<file path="config.mk">
export PLATFORM = sky130hd
export DESIGN_NAME = adder_la_sequencer
export DESIGN_NICKNAME = d
export VERILOG_FILES = /design/src/rtl/adder_la_pkg.sv /design/src/rtl/adder_la_stats.sv /design/src/rtl/adder_la_sequencer.sv
export SDC_FILE = /design/constraint.sdc
export NUM_CORES = 1
export LEC_CHECK = 0
export BUFFER_PORTS_ARGS = -buffer_cell sky130_fd_sc_hd__buf_2
export CORE_MARGIN = 4
export CORE_UTILIZATION = 30
export DETAILED_ROUTE_END_ITERATION = 6
export PLACE_DENSITY = 0.53
export SLEW_MARGIN = 20
export SYNTH_ARGS = -nofsm -noshare
export SYNTH_HDL_FRONTEND = slang
export SYNTH_SLANG_ARGS = --single-unit
</file>
<file path="constraint.sdc">
create_clock -name wb_clk_i -period 5.4 [get_ports wb_clk_i]
set_input_delay 0.27 -clock wb_clk_i [delete_from_list [all_inputs] [get_ports wb_clk_i]]
set_output_delay 0.27 -clock wb_clk_i [all_outputs]
set_load 0.01 [all_outputs]
</file>
<file path="src/rtl/adder_la_pkg.sv">
// Shared types and helpers for the adder logic-analyser sequencer.
package adder_la_pkg;

  typedef enum logic [2:0] {
    ST_IDLE,
    ST_LOAD,
    ST_CLEAR,
    ST_RUN,
    ST_SETTLE,
    ST_CAPTURE,
    ST_CHECK,
    ST_FINISH
  } state_e;

  // Bit positions inside the la1 control word seen by the adder wrapper.
  localparam int CTRL_RUN = 0;
  localparam int CTRL_CLR = 1;
  localparam int CTRL_EXT = 2;

  localparam logic [31:0] DEF_LFSR_TAPS = 32'h80200003;

  // One Galois step. Operands are zero-extended to 64 bits so any width up to
  // 64 shifts correctly; callers truncate the result back to their width.
  function automatic logic [63:0] lfsr_step(input logic [63:0] x,
                                            input logic [63:0] taps);
    return x[0] ? ((x >> 1) ^ taps) : (x >> 1);
  endfunction

endpackage

</file>
<file path="src/rtl/adder_la_stats.sv">
// Batch statistics: last/min/max ring count and a saturating error counter.
module adder_la_stats #(
  parameter int WIDTH = 32
) (
  input  logic             clk_i,
  input  logic             rst_i,
  input  logic             clr_i,
  input  logic             upd_i,
  input  logic [WIDTH-1:0] count_i,
  input  logic             err_inc_i,
  output logic [15:0]      err_count_o,
  output logic [WIDTH-1:0] last_count_o,
  output logic [WIDTH-1:0] min_count_o,
  output logic [WIDTH-1:0] max_count_o
);

  logic [15:0]      err_q;
  logic [WIDTH-1:0] last_q;
  logic [WIDTH-1:0] min_q;
  logic [WIDTH-1:0] max_q;

  // Clear on batch start, fold in each captured count, count mismatches.
  always_ff @(posedge clk_i) begin
    if (rst_i) begin
      err_q  <= '0;
      last_q <= '0;
      min_q  <= '1;
      max_q  <= '0;
    end else begin
      if (clr_i) begin
        err_q <= '0;
        min_q <= '1;
        max_q <= '0;
      end
      if (upd_i) begin
        last_q <= count_i;
        if (count_i < min_q) min_q <= count_i;
        if (count_i > max_q) max_q <= count_i;
      end
      if (err_inc_i && (err_q != 16'hFFFF)) begin
        err_q <= err_q + 16'd1;
      end
    end
  end

  assign err_count_o  = err_q;
  assign last_count_o = last_q;
  assign min_count_o  = min_q;
  assign max_count_o  = max_q;

endmodule

</file>
<file path="src/rtl/adder_la_sequencer.sv">
// Drives the instrumented adder over its LA buses: generates operands, gates
// the ring run window, captures count/sum and checks the sum against a+b.
module adder_la_sequencer
  import adder_la_pkg::*;
#(
  parameter int               WIDTH         = 32,
  parameter int               RUN_CYCLES    = 16,
  parameter int               SETTLE_CYCLES = 2,
  parameter logic [WIDTH-1:0] LFSR_TAPS     = WIDTH'(DEF_LFSR_TAPS)
) (
  input  logic             wb_clk_i,
  input  logic             wb_rst_i,
  input  logic             start,
  input  logic [15:0]      num_tests,
  input  logic [WIDTH-1:0] seed,
  output logic             busy,
  output logic             done,
  output logic [15:0]      err_count,
  output logic [WIDTH-1:0] last_count,
  output logic [WIDTH-1:0] min_count,
  output logic [WIDTH-1:0] max_count,
  output logic [WIDTH-1:0] la_ctrl,
  output logic [WIDTH-1:0] la_a,
  output logic [WIDTH-1:0] la_b,
  input  logic [WIDTH-1:0] la_count,
  input  logic [WIDTH-1:0] la_sum
);

  // The extended-ring select bit (CTRL_EXT) is never driven, so it stays 0.
  localparam logic [WIDTH-1:0] ONE_W    = WIDTH'(1);
  localparam logic [WIDTH-1:0] RUN_WORD = ONE_W << CTRL_RUN;
  localparam logic [WIDTH-1:0] CLR_WORD = ONE_W << CTRL_CLR;

  state_e           state_q;
  logic             busy_q;
  logic             done_q;
  logic [WIDTH-1:0] ctrl_q;
  logic [WIDTH-1:0] a_q;
  logic [WIDTH-1:0] b_q;
  logic [WIDTH-1:0] lfsr_q;
  logic [15:0]      rem_q;
  logic [15:0]      tmr_q;
  logic [WIDTH-1:0] sum_q;

  logic [WIDTH-1:0] lfsr_s1;
  logic [WIDTH-1:0] lfsr_s2;
  logic [WIDTH-1:0] ref_sum;
  logic             stat_clr;
  logic             stat_upd;
  logic             err_inc;

  // Two LFSR steps per test: one for operand b, one to advance past it.
  always_comb begin
    lfsr_s1  = WIDTH'(lfsr_step(64'(lfsr_q), 64'(LFSR_TAPS)));
    lfsr_s2  = WIDTH'(lfsr_step(64'(lfsr_s1), 64'(LFSR_TAPS)));
    ref_sum  = a_q + b_q;
    stat_clr = (state_q == ST_IDLE) && start;
    stat_upd = (state_q == ST_CAPTURE);
    err_inc  = (state_q == ST_CHECK) && (sum_q != ref_sum);
  end

  // Batch sequencer; every output is registered on the state transition.
  always_ff @(posedge wb_clk_i) begin
    if (wb_rst_i) begin
      state_q <= ST_IDLE;
      busy_q  <= 1'b0;
      done_q  <= 1'b0;
      ctrl_q  <= '0;
      a_q     <= '0;
      b_q     <= '0;
      lfsr_q  <= ONE_W;
      rem_q   <= '0;
      tmr_q   <= '0;
    end else begin
      done_q <= 1'b0;
      case (state_q)
        ST_IDLE: begin
          if (start) begin
            busy_q  <= 1'b1;
            rem_q   <= num_tests;
            lfsr_q  <= (seed == '0) ? ONE_W : seed;
            state_q <= (num_tests == 16'd0) ? ST_FINISH : ST_LOAD;
          end
        end
        ST_LOAD: begin
          a_q     <= lfsr_q;
          b_q     <= lfsr_s1;
          lfsr_q  <= lfsr_s2;
          ctrl_q  <= CLR_WORD;
          state_q <= ST_CLEAR;
        end
        ST_CLEAR: begin
          ctrl_q  <= RUN_WORD;
          tmr_q   <= 16'(RUN_CYCLES);
          state_q <= ST_RUN;
        end
        ST_RUN: begin
          if (tmr_q == 16'd1) begin
            ctrl_q  <= '0;
            tmr_q   <= 16'(SETTLE_CYCLES);
            state_q <= ST_SETTLE;
          end else begin
            tmr_q <= tmr_q - 16'd1;
          end
        end
        ST_SETTLE: begin
          if (tmr_q == 16'd1) begin
            state_q <= ST_CAPTURE;
          end else begin
            tmr_q <= tmr_q - 16'd1;
          end
        end
        ST_CAPTURE: begin
          sum_q   <= la_sum;
          state_q <= ST_CHECK;
        end
        ST_CHECK: begin
          rem_q   <= rem_q - 16'd1;
          state_q <= (rem_q == 16'd1) ? ST_FINISH : ST_LOAD;
        end
        ST_FINISH: begin
          done_q  <= 1'b1;
          busy_q  <= 1'b0;
          ctrl_q  <= '0;
          state_q <= ST_IDLE;
        end
        default: state_q <= ST_IDLE;
      endcase
    end
  end

  adder_la_stats #(
    .WIDTH(WIDTH)
  ) u_stats (
    .clk_i       (wb_clk_i),
    .rst_i       (wb_rst_i),
    .clr_i       (stat_clr),
    .upd_i       (stat_upd),
    .count_i     (la_count),
    .err_inc_i   (err_inc),
    .err_count_o (err_count),
    .last_count_o(last_count),
    .min_count_o (min_count),
    .max_count_o (max_count)
  );

  assign busy    = busy_q;
  assign done    = done_q;
  assign la_ctrl = ctrl_q;
  assign la_a    = a_q;
  assign la_b    = b_q;

endmodule

</file>
### Yosys cells after proc, flatten, opt, wreduce, memory -nomap -nowiden

Index checks and enable logic that the tools add are counted.

* reductions and logical operators: 19
* equality and inequality tests: 15
* magnitude comparators: 2
* add/sub/neg operators: 4
* bitwise operators: 3
* multiplexer cells: 29

Operators with widths (number)
* 32-bit 2-to-1 mux: 11
* 32-bit case mux with 4 select lines: 1
* 16-bit 2-to-1 mux: 5
* 32-bit case mux with 2 select lines: 1
* 16-bit case mux with 3 select lines: 1
* 32-bit adder: 1
* 16-bit by 1-bit == test with 1-bit output (second input constant): 2
* 32-bit greater-than comparator: 1
* 32-bit zero test: 1
* 32-bit less-than comparator: 1
* 32-bit inequality test: 1
* 16-bit case mux with 2 select lines: 1
* 16-bit by 1-bit subtractor with 16-bit output (second input constant): 2
* 3-bit case mux with 8 select lines: 1
* 16-bit by 1-bit adder with 16-bit output (second input constant): 1
* 16-bit zero test: 1
* 16-bit inequality test (second input constant): 1
* 3-bit 2-to-1 mux: 5
* 3-bit == test (second input constant): 4
* 2-bit AND reduction: 6
* 2-bit inequality test (second input constant): 4
* 3-bit NOT with 4-bit output: 2
* 2-bit nonzero test: 4
* 3-bit by 2-bit == test with 1-bit output (second input constant): 2
* 9 further kinds: 12

* word-level logic and storage cells: 86
* bits of input ports: 115
* register bits after elaboration: 309

### Logic depth before layout (Yosys ltp)

Gate-level depths: netlist of the first run.

* depth in word-level cells: 5
* mapped depth: 14
* depth with buffers taken out: 12

### Hierarchy

Synthesis of the first run repeated with hierarchy kept, for this count alone.

* cell total of the unflattened synthesis: 1776
* area total of the unflattened synthesis: 14624.0 µm²

By module, submodules not included
* adder_la_sequencer: sequential area each 3083.0 µm², cells an instance 1046, area each 8449.4 µm², instances 1
* adder_la_stats: sequential area each 2242.2 µm², cells an instance 730, area each 6174.7 µm², instances 1

### Worst setup path before layout of the first run

OpenSTA, ideal clock, no wires.

* path kind: flip-flop to flip-flop
* start: register a_q[0], in the netlist la_a[0]
* end: register u_stats.err_q[6], in the netlist u_stats.err_count_o[6]
* buffers on the path: 1
* required time: 5.280 ns
* data arrival time: 3.596 ns
* setup slack: 1.685 ns
* cell stages (with the launch flop): 14
* cell sequence: dfxtp_1 -> ha_1 -> fa_1 -> a21o_1 -> a221oi_4 -> nand4b_1 -> a21oi_1 -> or3_4 -> a2111oi_4 -> nand4b_4 -> o311ai_4 -> buf_6 -> nor3_1 -> a211o_1

* word-level cells in the longest chain between the ends: 5
* elaborated cells on any way between the ends: 6

Ends and longest elaborated chain
* from (decl): RTL line adder_la_sequencer.sv:38 `logic [WIDTH-1:0] a_q;`
* from (signal assigned): RTL line adder_la_sequencer.sv:86 `a_q <= lfsr_q;`
* 32-bit adder *: RTL line adder_la_sequencer.sv:56 `ref_sum = a_q + b_q;`
* 32-bit inequality test *: RTL line adder_la_sequencer.sv:59 `err_inc = (state_q == ST_CHECK) && (sum_q != ref_sum);`
* 1-bit logical AND *: RTL line adder_la_sequencer.sv:59
* 1-bit logical AND *: RTL line adder_la_stats.sv:40 `if (err_inc_i && (err_q != 16'hFFFF)) begin`
* 16-bit 2-to-1 mux / 2-bit nonzero test (equally long branches)
* to (signal assigned): RTL line adder_la_stats.sv:41 `err_q <= err_q + 16'd1;`
* to (decl): RTL line adder_la_stats.sv:17 `logic [15:0] err_q;`

Mark *: on every way between the ends. The rest lies on a longest branch, timed or not.
A chain may end at the register's enable or synchronous reset.

### Worst setup path after layout of the first run

* start: register a_q[0], in the netlist la_a[0]
* end: register u_stats.err_q[15], in the netlist u_stats.err_count_o[15]

The elaborated chain is that of the path after synthesis.

==> results.md, run 1 <==
- DRT Pass-1 Iters: 5
- Setup TNS: 0 ns
- Setup Viol. Count Final: 0
- GRT Residual Overflow: 0
- Core Box Area: about 48000 um^2
- Die area: about 52000 um^2
- Critical Path AT: roughly 4.7 ns
- Dominant synthesized flop cell: dfxtp_1
- Register area share after synthesis: 0.366
- PnR worst setup slack: 1.19 ns
- LEAKAGE: ~8.4 nW
- Period Utilization, post-route: 0.780
- Clock power share: 0.331
- CTS root buf: clkbuf_16
- Crit Path Class: reg2reg
- Sw Share: 0.358
- Area of the mapped netlist: 14600 um^2
- FF+latch count, synth: 250
- Worst-Margin Slew: ~1.1 ns
- Yosys top cell by area: dfxtp_1
- FMAX: between 200 and 250 MHz
- CP Capture Type: flip-flop
- All-Layer GR Usage: 0.185
- DR vias/cell: just over 5
- Final wirelength: approximately 51000 um
- Clk sinks: between 200 and 300
- Post-CTS Setup Bufs: 0
- Post-layout minimum cycle time: ~4.2 ns
- Initial Util: 0.304
- Peak VDD IR: 0.248 mV
- Final hold vios: 0
- Vias: approximately 14000
- Routed length per instance: about 19 um
- # rows: 80
- Synth unique cells: 80
- CTS buffer count: 31
- Pre-CTS setup slack: roughly 1.2 ns
- Port bufs: roughly 290
- Setup Skew: ~0.016 ns
- Synthesized instance count: about 1800
- R2r worst-path depth: 12
- Placer Congestion: ~0.9
- Clk slew on worst S/H paths: 0.06 ns
- Part of the power in registers: 0.370
- Antenna Nets Post-Route: 0
- Worst Setup Start Kind: flip-flop
- Nets: roughly 2300
- CTS Buffer Depth: 3
- Synthesis-to-finish area growth: 25.7%
- First-pass GRT wire length: 78500 um
- Hold buffer count at CTS: 103
- I/O pin count: approximately 330
- Combinational fraction of design power: 0.299
- Largest net degree at the start of global routing: 87
- Final Max Slew Viols: 0
- Initial antenna violation count: 3
- DPL Wire Length: around 38000 um
- Vias in the first global route: 13500
- EDFF count, synth: 32
- Share of layout cells above drive strength 1: 0.178
- CP required: approximately 5.9 ns
- Filler cell count in the final layout: about 5000
- Iter 0 DRT Violations: 805
- Internal power contribution: 0.00406 W
- Resized Gates After CTS: 0
- Status: completed
- Later-pin clock latency in the skew report: 0.59 ns
- Die X: 228 um
- Max_cap viols: 0
- Top cells by area, synth: dfxtp_1 30%, ha_1 8.5%, nand2_1 8.3%, edfxtp_1 6.6%, a21oi_1 5.1%
- DRC violations left: 0
- RSZ-0062 raised after global routing: false
- Hold Path Class: in2reg
- Synth top area share: 0.300
- Max-slew headroom: 0.264
- Hold Path Cell Cnt: 3
- YS warnings: 0
- Power per cell area: between 300 and 400 nW/um^2
- CTS tree: done
- Switching pwr: 0.00226 W
- Max H-tree Level: 1
- Max FO, Critical Path: 15
- Die H: about 230 um
- Avg Cell Area, Syn: between 8 and 9 um^2
- Asr flop ratio synth: 0
per-layer routing:
layer / GRT usage / vias to the layer above / wire (um)
met1: 0.234 / 6591 / 22000
met5: 0 / - / 27
met3: 0.0503 / 74 / 3720
met2: 0.314 / 448 / 23800
met4: 0.0498 / 4 / 1430
li1: - / 6800 / -
cell families after synthesis:
logic type	after synthesis	share of synthesized area
AOI/OAI and AO/OA	365	0.161
DFF	250	0.366
muxes	76	0.0527
adders and majority gates	100	0.0865
and+or+nand+nor	689	0.219
other	1	0.000258
xor gates and xnor gates	66	0.0407
buffers and inverters	223	0.0739
cell usage after synthesis (all sizes together) (27+ instances only):
master	instances
clkbuf	77
a21o	27
nor3	32
dfxtp	218
xnor2	41
nor4	28
a21oi	148
o21ai	48
edfxtp	32
nand2	321
buf	70
mux2i	71
inv	76
nand4	32
a31oi	34
nor2	143
ha	99
critical path, stage by stage (launching register included):
cell and delay [ns]:
dfxtp_1 0.37, ha_1 0.26, fa_1 0.42, a21o_1 0.24, a221oi_4 0.40, nand4b_1 0.23, a21oi_1 0.10, or3_4 0.41
a2111oi_4 0.34, nand4b_4 0.21, o311ai_4 0.70, nor2_1 0.11, a211o_1 0.30
per-stage QoR:
stage | cells | total power, W | area (um^2) | utilization | hold slack [ns]
6_report | 2734 | 0.00632 | 18300 | 0.382 | 0.0311
5_1_grt | 2733 | 0.00670 | 18300 | 0.382 | 0.0313
4_1_cts | 2733 | 0.00640 | 18300 | 0.382 | 0.00517
3_5_place_dp | 2573 | 0.00421 | 16200 | 0.339 | 0.447
3_3_place_gp | 2573 | 0.00419 | 16200 | 0.339 | 0.439
2_1_floorplan | 1799 | 0.00366 | 14700 | - | 0.369
area by class of cell:
type                       instances  area [um^2]  area share
clock buffer                      43          851      0.0465
clock inverter                    14          166     0.00910
sequential                       250         5330       0.291
tap                              615          769      0.0421
antenna                            1         2.50    0.000137
inverter                          76          285      0.0156
multi-input combinational       1326         8290       0.453
timing repair buffer             409         2590       0.142
final timing paths:
kind | slack, ns | start | endpoint
worst max-delay path | 1.19 | la_a[0] | u_stats.err_count_o[15]
worst min-delay path | 0.03 | num_tests[14] | rem_q[14]
worst max register to register | 1.19 | la_a[0] | u_stats.err_count_o[15]
worst min register to register | 0.45 | u_stats.last_count_o[3] | u_stats.last_count_o[3]
power groups by stage:
stage               Combinational [W]  Clock, W  Sequential, W
floorplan                     0.00135         0        0.00231
global placement              0.00182         0        0.00237
detailed placement            0.00183         0        0.00238
CTS                           0.00190   0.00216        0.00234
global route                  0.00210   0.00223        0.00238
finish                        0.00189   0.00209        0.00234
flip-flops by register name, indices dropped and copies added, names as in the netlist, 31 cells and up:
| register | count |
|---|---|
| la_a | 31 |
| lfsr_q | 32 |
| u_stats.last_count_o | 32 |
| sum_q | 32 |
| u_stats.max_count_o | 32 |
| u_stats.min_count_o | 32 |
cell usage in the layout, fill, tap and decap left out, drive strengths merged, types with 6 or more instances in the layout:
cell,n
nand2,321
buf,306
dfxtp,218
a21oi,148
nor2,143
dlygate4sd3,103
ha,99
inv,79
mux2i,71
o21ai,48
clkbuf,43
xnor2,41
a31oi,34
nand4,32
edfxtp,32
nor3,32
conb,30
nor4,28
a21o,27
nand3,26
xor2,24
nor3b,21
o21a,15
nand2b,14
and3,14
nor2b,12
o211ai,12
or3,11
a211o,9
a211oi,9
and2,8
a22oi,7
o2111ai,6
a221oi,6
clkinv,6
Note: power is estimated with default switching activity, not from simulation.
==> inputs of run 2 (changes only) <==
==> constraint.sdc (replaced) <==
create_clock -name wb_clk_i -period 4.3 [get_ports wb_clk_i]
set_input_delay 0.215 -clock wb_clk_i [delete_from_list [all_inputs] [get_ports wb_clk_i]]
set_output_delay 0.215 -clock wb_clk_i [all_outputs]
set_load 0.01 [all_outputs]
==> run 2 against run 1 <==
Routed wire length rose by 0.93%; clock power rose by 24%; critical path type unchanged; first-iteration DRC count fell by 0.50%; non-clock buffer count rose by 13; critical path depth did not move.
==> results.md, run 2 (synthesis gave the netlist of run 1 again) <==
- Most common cell after layout, fill and taps aside: nand2_1
- Hold Path Cell Cnt: 5
- Part of the power in registers: 0.367
- Share of layout cells above drive strength 1: 0.181
- Synthesis-to-finish area growth: 26.6%
- Min-delay src: start
- Final Max Slew Viols: 0
- Placer Congestion: approximately 0.94
- Finished Core Util: 0.385
- RR Endpoint: u_stats.err_count_o[9]
- Initial Util: 0.304
- Max_cap viols: 0
- Largest net degree at the start of global routing: 80
- GRT Residual Overflow: 0
- Vias: about 14000
- Status: completed
- Routed length per instance: between 15 and 20 um
- Flop2flop setup slack: between 0.2 and 0.25 ns
- # rows: 80
- Initial antenna violation count: 4
- DRT Pass-1 Iters: 5
- Setup TNS: 0 ns
- R2r worst-path depth: 12
- Hold Path Class: in2reg
- Worst-Margin Slew: a little under 1 ns
- Combinational fraction of design power: 0.308
- CTS buffer count: 30
- Sw Share: 0.355
- LEAKAGE: ~8.4 nW
- Die X: 228 um
- Max FO, Critical Path: 15
- DPL Wire Length: 39000 um
- Resized Gates After CTS: 0
- Placed cells: 2579
- Power per cell area: between 400 and 500 nW/um^2
- CTS tree: done
- All-Layer GR Usage: 0.187
- DRC violations left: 0
- Most frequent cells in the layout: 321 x nand2_1, 293 x buf_2, 218 x dfxtp_1
- Max-slew headroom: 0.349
- CP Capture Type: flip-flop
- Post-layout minimum cycle time: approximately 4.1 ns
- Switching pwr: approximately 0.0028 W
- Peak VDD IR: about 0.34 mV
- I/O pin count: 325
- Later-pin clock latency in the skew report: 0.57 ns
- Worst Setup Start Kind: flip-flop
- Die H: roughly 230 um
- Critical R2R Launch: la_a[0]
- Final wirelength: 51500 um
- Period Utilization, post-route: 0.942
- Port bufs: around 290
- FMAX: 247 MHz
- Vias in the first global route: roughly 13000
- Final hold vios: 0
- First-pass GRT wire length: 78600 um
- CP required: roughly 4.8 ns
- Die area: ~52000 um^2
- Core Box Area: around 48000 um^2
- CTS Buffer Depth: 3
- Internal power contribution: 0.00514 W
- Clock power share: 0.325
- Antenna Nets Post-Route: 0
- Crit Path Class: reg2reg
- Hold Crit Endpoint: busy
- Iter 0 DRT Violations: ~800
- CTS root buf: clkbuf_16
- Nets: 2321
- RSZ-0062 raised after global routing: false
- Setup Skew: between 0.01 and 0.015 ns
- DR vias/cell: about 5.1
- Clk sinks: 250
- Clk slew on worst S/H paths: approximately 0.060 ns
- Critical Path AT: ~4.5 ns
- Non-Filler Instances: between 2000 and 3000
- Max H-tree Level: 1
- Setup Viol. Count Final: 0
[run 2: area by class of cell]
class                   count  area [um^2]
fillers                  4908        29400
multi-input cells        1326         8290
flip-flops and latches    250         5330
repair buffers            422         2740
clock buffers              42          871
well taps                 615          769
inverters                  76          285
clock inverters            12          141
diodes                      2         5.00
[run 2: metal layers]
layer | track usage | part of all wire | up-vias
li1 | - | - | 6826
met1 | 0.237 | 0.44 | 6562
met2 | 0.313 | 0.46 | 430
met3 | 0.0506 | 0.074 | 68
met4 | 0.0513 | 0.029 | 2
met5 | 0 | 0.00025 | -
[run 2: how the worst max path moves through the flow]
stage	start	end	slack [ns]	depth (start not counted)
2_1_floorplan	la_a[0]	u_stats.err_count_o[6]	0.58	13
3_3_place_gp	la_a[0]	u_stats.err_count_o[15]	0.33	12
3_5_place_dp	la_b[0]	u_stats.err_count_o[7]	0.24	12
4_1_cts	la_b[0]	u_stats.err_count_o[7]	0.22	12
5_1_grt	la_a[0]	u_stats.err_count_o[7]	0.01	12
6_report	la_a[0]	u_stats.err_count_o[9]	0.25	12
[run 2: critical path: stages, from the launching register on]
cell and delay (ns):
dfxtp_1 0.31, ha_1 0.23, fa_1 0.42, a21o_1 0.24, a221oi_4 0.39, nand4b_1 0.23, a21oi_1 0.10, or3_4 0.41
a2111oi_4 0.34, nand4b_4 0.20, o311ai_4 0.68, nor3b_1 0.12, a211o_1 0.28
[run 2: through the flow]
stage          area (um^2)  setup WS (ns)  hold slack (ns)  power, W
3_3_place_gp         16300          0.334            0.392   0.00530
3_5_place_dp         16300          0.245            0.394   0.00534
2_1_floorplan        14700          0.585            0.314   0.00459
4_1_cts              18400          0.216           0.0242   0.00807
6_report             18400          0.248           0.0668   0.00797
5_1_grt              18400         0.0139           0.0602   0.00845
[run 2: timing repair]
| action | 4_1_cts | 5_1_grt |
|---|---|---|
| endpoints found under the hold margin | 173 | 0 |
| buffers inserted | 0 | 0 |
| hold buffers | 110 | 0 |
[run 2: power groups by stage]
| stage | Combinational (W) | Sequential (W) | Clock, W |
|---|---|---|---|
| floorplan | 0.00169 | 0.00290 | 0 |
| detailed placement | 0.00237 | 0.00297 | 0 |
| global placement | 0.00235 | 0.00295 | 0 |
| finish | 0.00246 | 0.00292 | 0.00259 |
| global route | 0.00271 | 0.00296 | 0.00277 |
| CTS | 0.00247 | 0.00292 | 0.00269 |
==> inputs of run 3 (changes only) <==
--- a/config.mk
+++ b/config.mk
@@ -5,7 +5,7 @@
 export SDC_FILE = /design/constraint.sdc
 export NUM_CORES = 1
 export LEC_CHECK = 0
-export BUFFER_PORTS_ARGS = -buffer_cell sky130_fd_sc_hd__buf_2
+export BUFFER_PORTS_ARGS = -buffer_cell sky130_fd_sc_hd__clkbuf_2
 export CORE_MARGIN = 4
 export CORE_UTILIZATION = 30
 export DETAILED_ROUTE_END_ITERATION = 6
==> run 3 against run 2 <==
Sequential cell count unchanged; first-iteration DRC count grew 6.9%; maximum frequency is 0.62% higher; clock power is 5% higher; via count is 0.50% higher; clock skew rose by 0.0069 ns.
==> results.md, run 3 (synthesis gave the netlist of run 1 again) <==
- Status: completed
- CTS tree: done
- Clk slew on worst S/H paths: approximately 0.060 ns
- DRT Pass-1 Iters: 5
- FMAX: 248 MHz
- WP buf/inv: 0
- CP max-delay cell: o311ai_4
- Filler cell count in the final layout: 4923
- Max FO, Critical Path: 15
- Period Utilization, post-route: 0.937
- Antenna Nets Post-Route: 0
- Die H: between 200 and 250 um
- Combinational fraction of design power: 0.304
- Post-CTS Setup Bufs: 0
- Power per cell area: between 400 and 500 nW/um^2
- # rows: 80
- First-pass GRT wire length: between 70000 and 80000 um
- Clk sinks: 250
- Crit path launch: la_b[0]
- Worst Setup Start Kind: flip-flop
- Critical R2R Launch: la_b[0]
- Setup Skew: ~0.021 ns
- DRC violations left: 0
- Max_cap viols: 0
- DPL Wire Length: around 40000 um
- Hold Path Class: in2reg
- Routed length per instance: about 19 um
- CP Capture Type: flip-flop
- CP max stage delay: 0.66 ns
- Peak VDD IR: approximately 0.37 mV
- I/O pin count: between 300 and 400
- All-Layer GR Usage: 0.190
- Switching pwr: 0.00287 W
- Initial Util: 0.304
- Critical-path cell list: ha_1 -> fa_1 -> a21o_1 -> a221oi_4 -> nand4b_1 -> a21oi_1 -> or3_4 -> a2111oi_4 -> nand4b_4 -> o311ai_4 -> nor3b_1 -> a211o_1
- Max-slew headroom: 0.198
- Initial antenna violation count: 3
- Critical Path AT: roughly 4.5 ns
- Die X: between 200 and 250 um
- Later-pin clock latency in the skew report: 0.58 ns
- Vias: around 14000
- GRT Residual Overflow: 0
- LEAKAGE: around 8.4 nW
- CP required: ~4.8 ns
- Part of the power in registers: 0.360
- WL met1: around 22000 um
- Sw Share: 0.352
- CTS Buffer Depth: 3
- Worst-Margin Slew: about 1.2 ns
- Final Max Slew Viols: 0
- RSZ-0062 raised after global routing: false
- Min-delay src: seed[21]
- Post-layout minimum cycle time: around 4 ns
- Core Box Area: between 40000 and 50000 um^2
- Crit Path Class: reg2reg
- Port bufs: about 300
- CTS root buf: clkbuf_16
- Final wirelength: 51600 um
- Most frequent cells in the layout: 321 x nand2_1, 293 x clkbuf_2, 218 x dfxtp_1
- Setup TNS: 0 ns
- Internal power contribution: 0.00526 W
- Met2 WL: about 24000 um
- CTS buffer count: 31
- Fin area: around 19000 um^2
- Nets: ~2300
- Max H-tree Level: 1
- Placer Congestion: about 0.94
- Setup Viol. Count Final: 0
- Resized Gates After CTS: 0
- Finished Core Util: 0.387
- Final hold vios: 0
- Iter 0 DRT Violations: about 860
- DR vias/cell: slightly above 5
- Share of layout cells above drive strength 1: 0.183
- Die area: about 52000 um^2
- Largest net degree at the start of global routing: 88
- Synthesis-to-finish area growth: 27.4%
- Top layer in use: met5
- Most common cell after layout, fill and taps aside: nand2_1
- Met3 WL post-DR: between 4000 and 5000 um
- Vias in the first global route: 13500
- Placed Area: 16300 um^2
- Clock power share: 0.336
- Cell family with the largest share of critical-path delay: compound AO/OA/AOI/OAI gates
## run 3: cell count changes in the layout (fill, tap and decap cells not counted), moves of 2 or more
cell | before | now
buf_2 | 293 | 0
clkbuf_8 | 5 | 10
clkbuf_2 | 0 | 293
clkbuf_1 | 5 | 3
## run 3: stage by stage
stage               total power [W]  worst slack [ns]  hold slack (ns)  std cells
global route                0.00862            0.0146           0.0825       2749
floorplan                   0.00459             0.585            0.314       1799
finish                      0.00813             0.273           0.0652       2751
global placement            0.00532             0.304            0.393       2581
detailed placement          0.00535             0.257            0.394       2581
CTS                         0.00823             0.237           0.0145       2748
## run 3: tightest hold or removal path: stages
cell      delay, ns
clkbuf_2       0.12
nand2_1        0.06
and3_1         0.15
a211oi_1       0.05
## run 3: layout make-up
type / instances / area, um^2 / area share
inverter: 76 / 285 / 0.0154
clock buffer: 45 / 950 / 0.0512
sequential: 250 / 5330 / 0.287
clock inverter: 11 / 134 / 0.00722
tap: 615 / 769 / 0.0415
timing repair buffer: 425 / 2770 / 0.150
antenna: 3 / 7.51 / 0.000405
multi-input combinational: 1326 / 8290 / 0.447
## run 3: final timing paths
kind | to | slack (ns) | cells after the start
hold reg to reg | u_stats.last_count_o[27] | 0.45 | 2
setup / recovery | u_stats.err_count_o[5] | 0.27 | 12
setup reg to reg | u_stats.err_count_o[5] | 0.27 | 12
hold / removal | lfsr_q[21] | 0.07 | 4
## run 3: power groups by stage
stage	Clock, W	Sequential (W)	Combinational (W)
global placement	0	0.00296	0.00237
global route	0.00291	0.00296	0.00275
detailed placement	0	0.00297	0.00238
finish	0.00273	0.00292	0.00247
floorplan	0	0.00290	0.00169
CTS	0.00283	0.00292	0.00248
## run 3: what timing repair did
item,4_1_cts,5_1_grt
endpoints found under the setup margin,0,1
hold buffers,111,0
hold endpoints to repair,170,0
## run 3: per-layer routing
metal,vias up,global-route usage
met5,-,0
met4,2,0.0471
met3,69,0.0561
met2,438,0.317
met1,6626,0.242
li1,6823,-
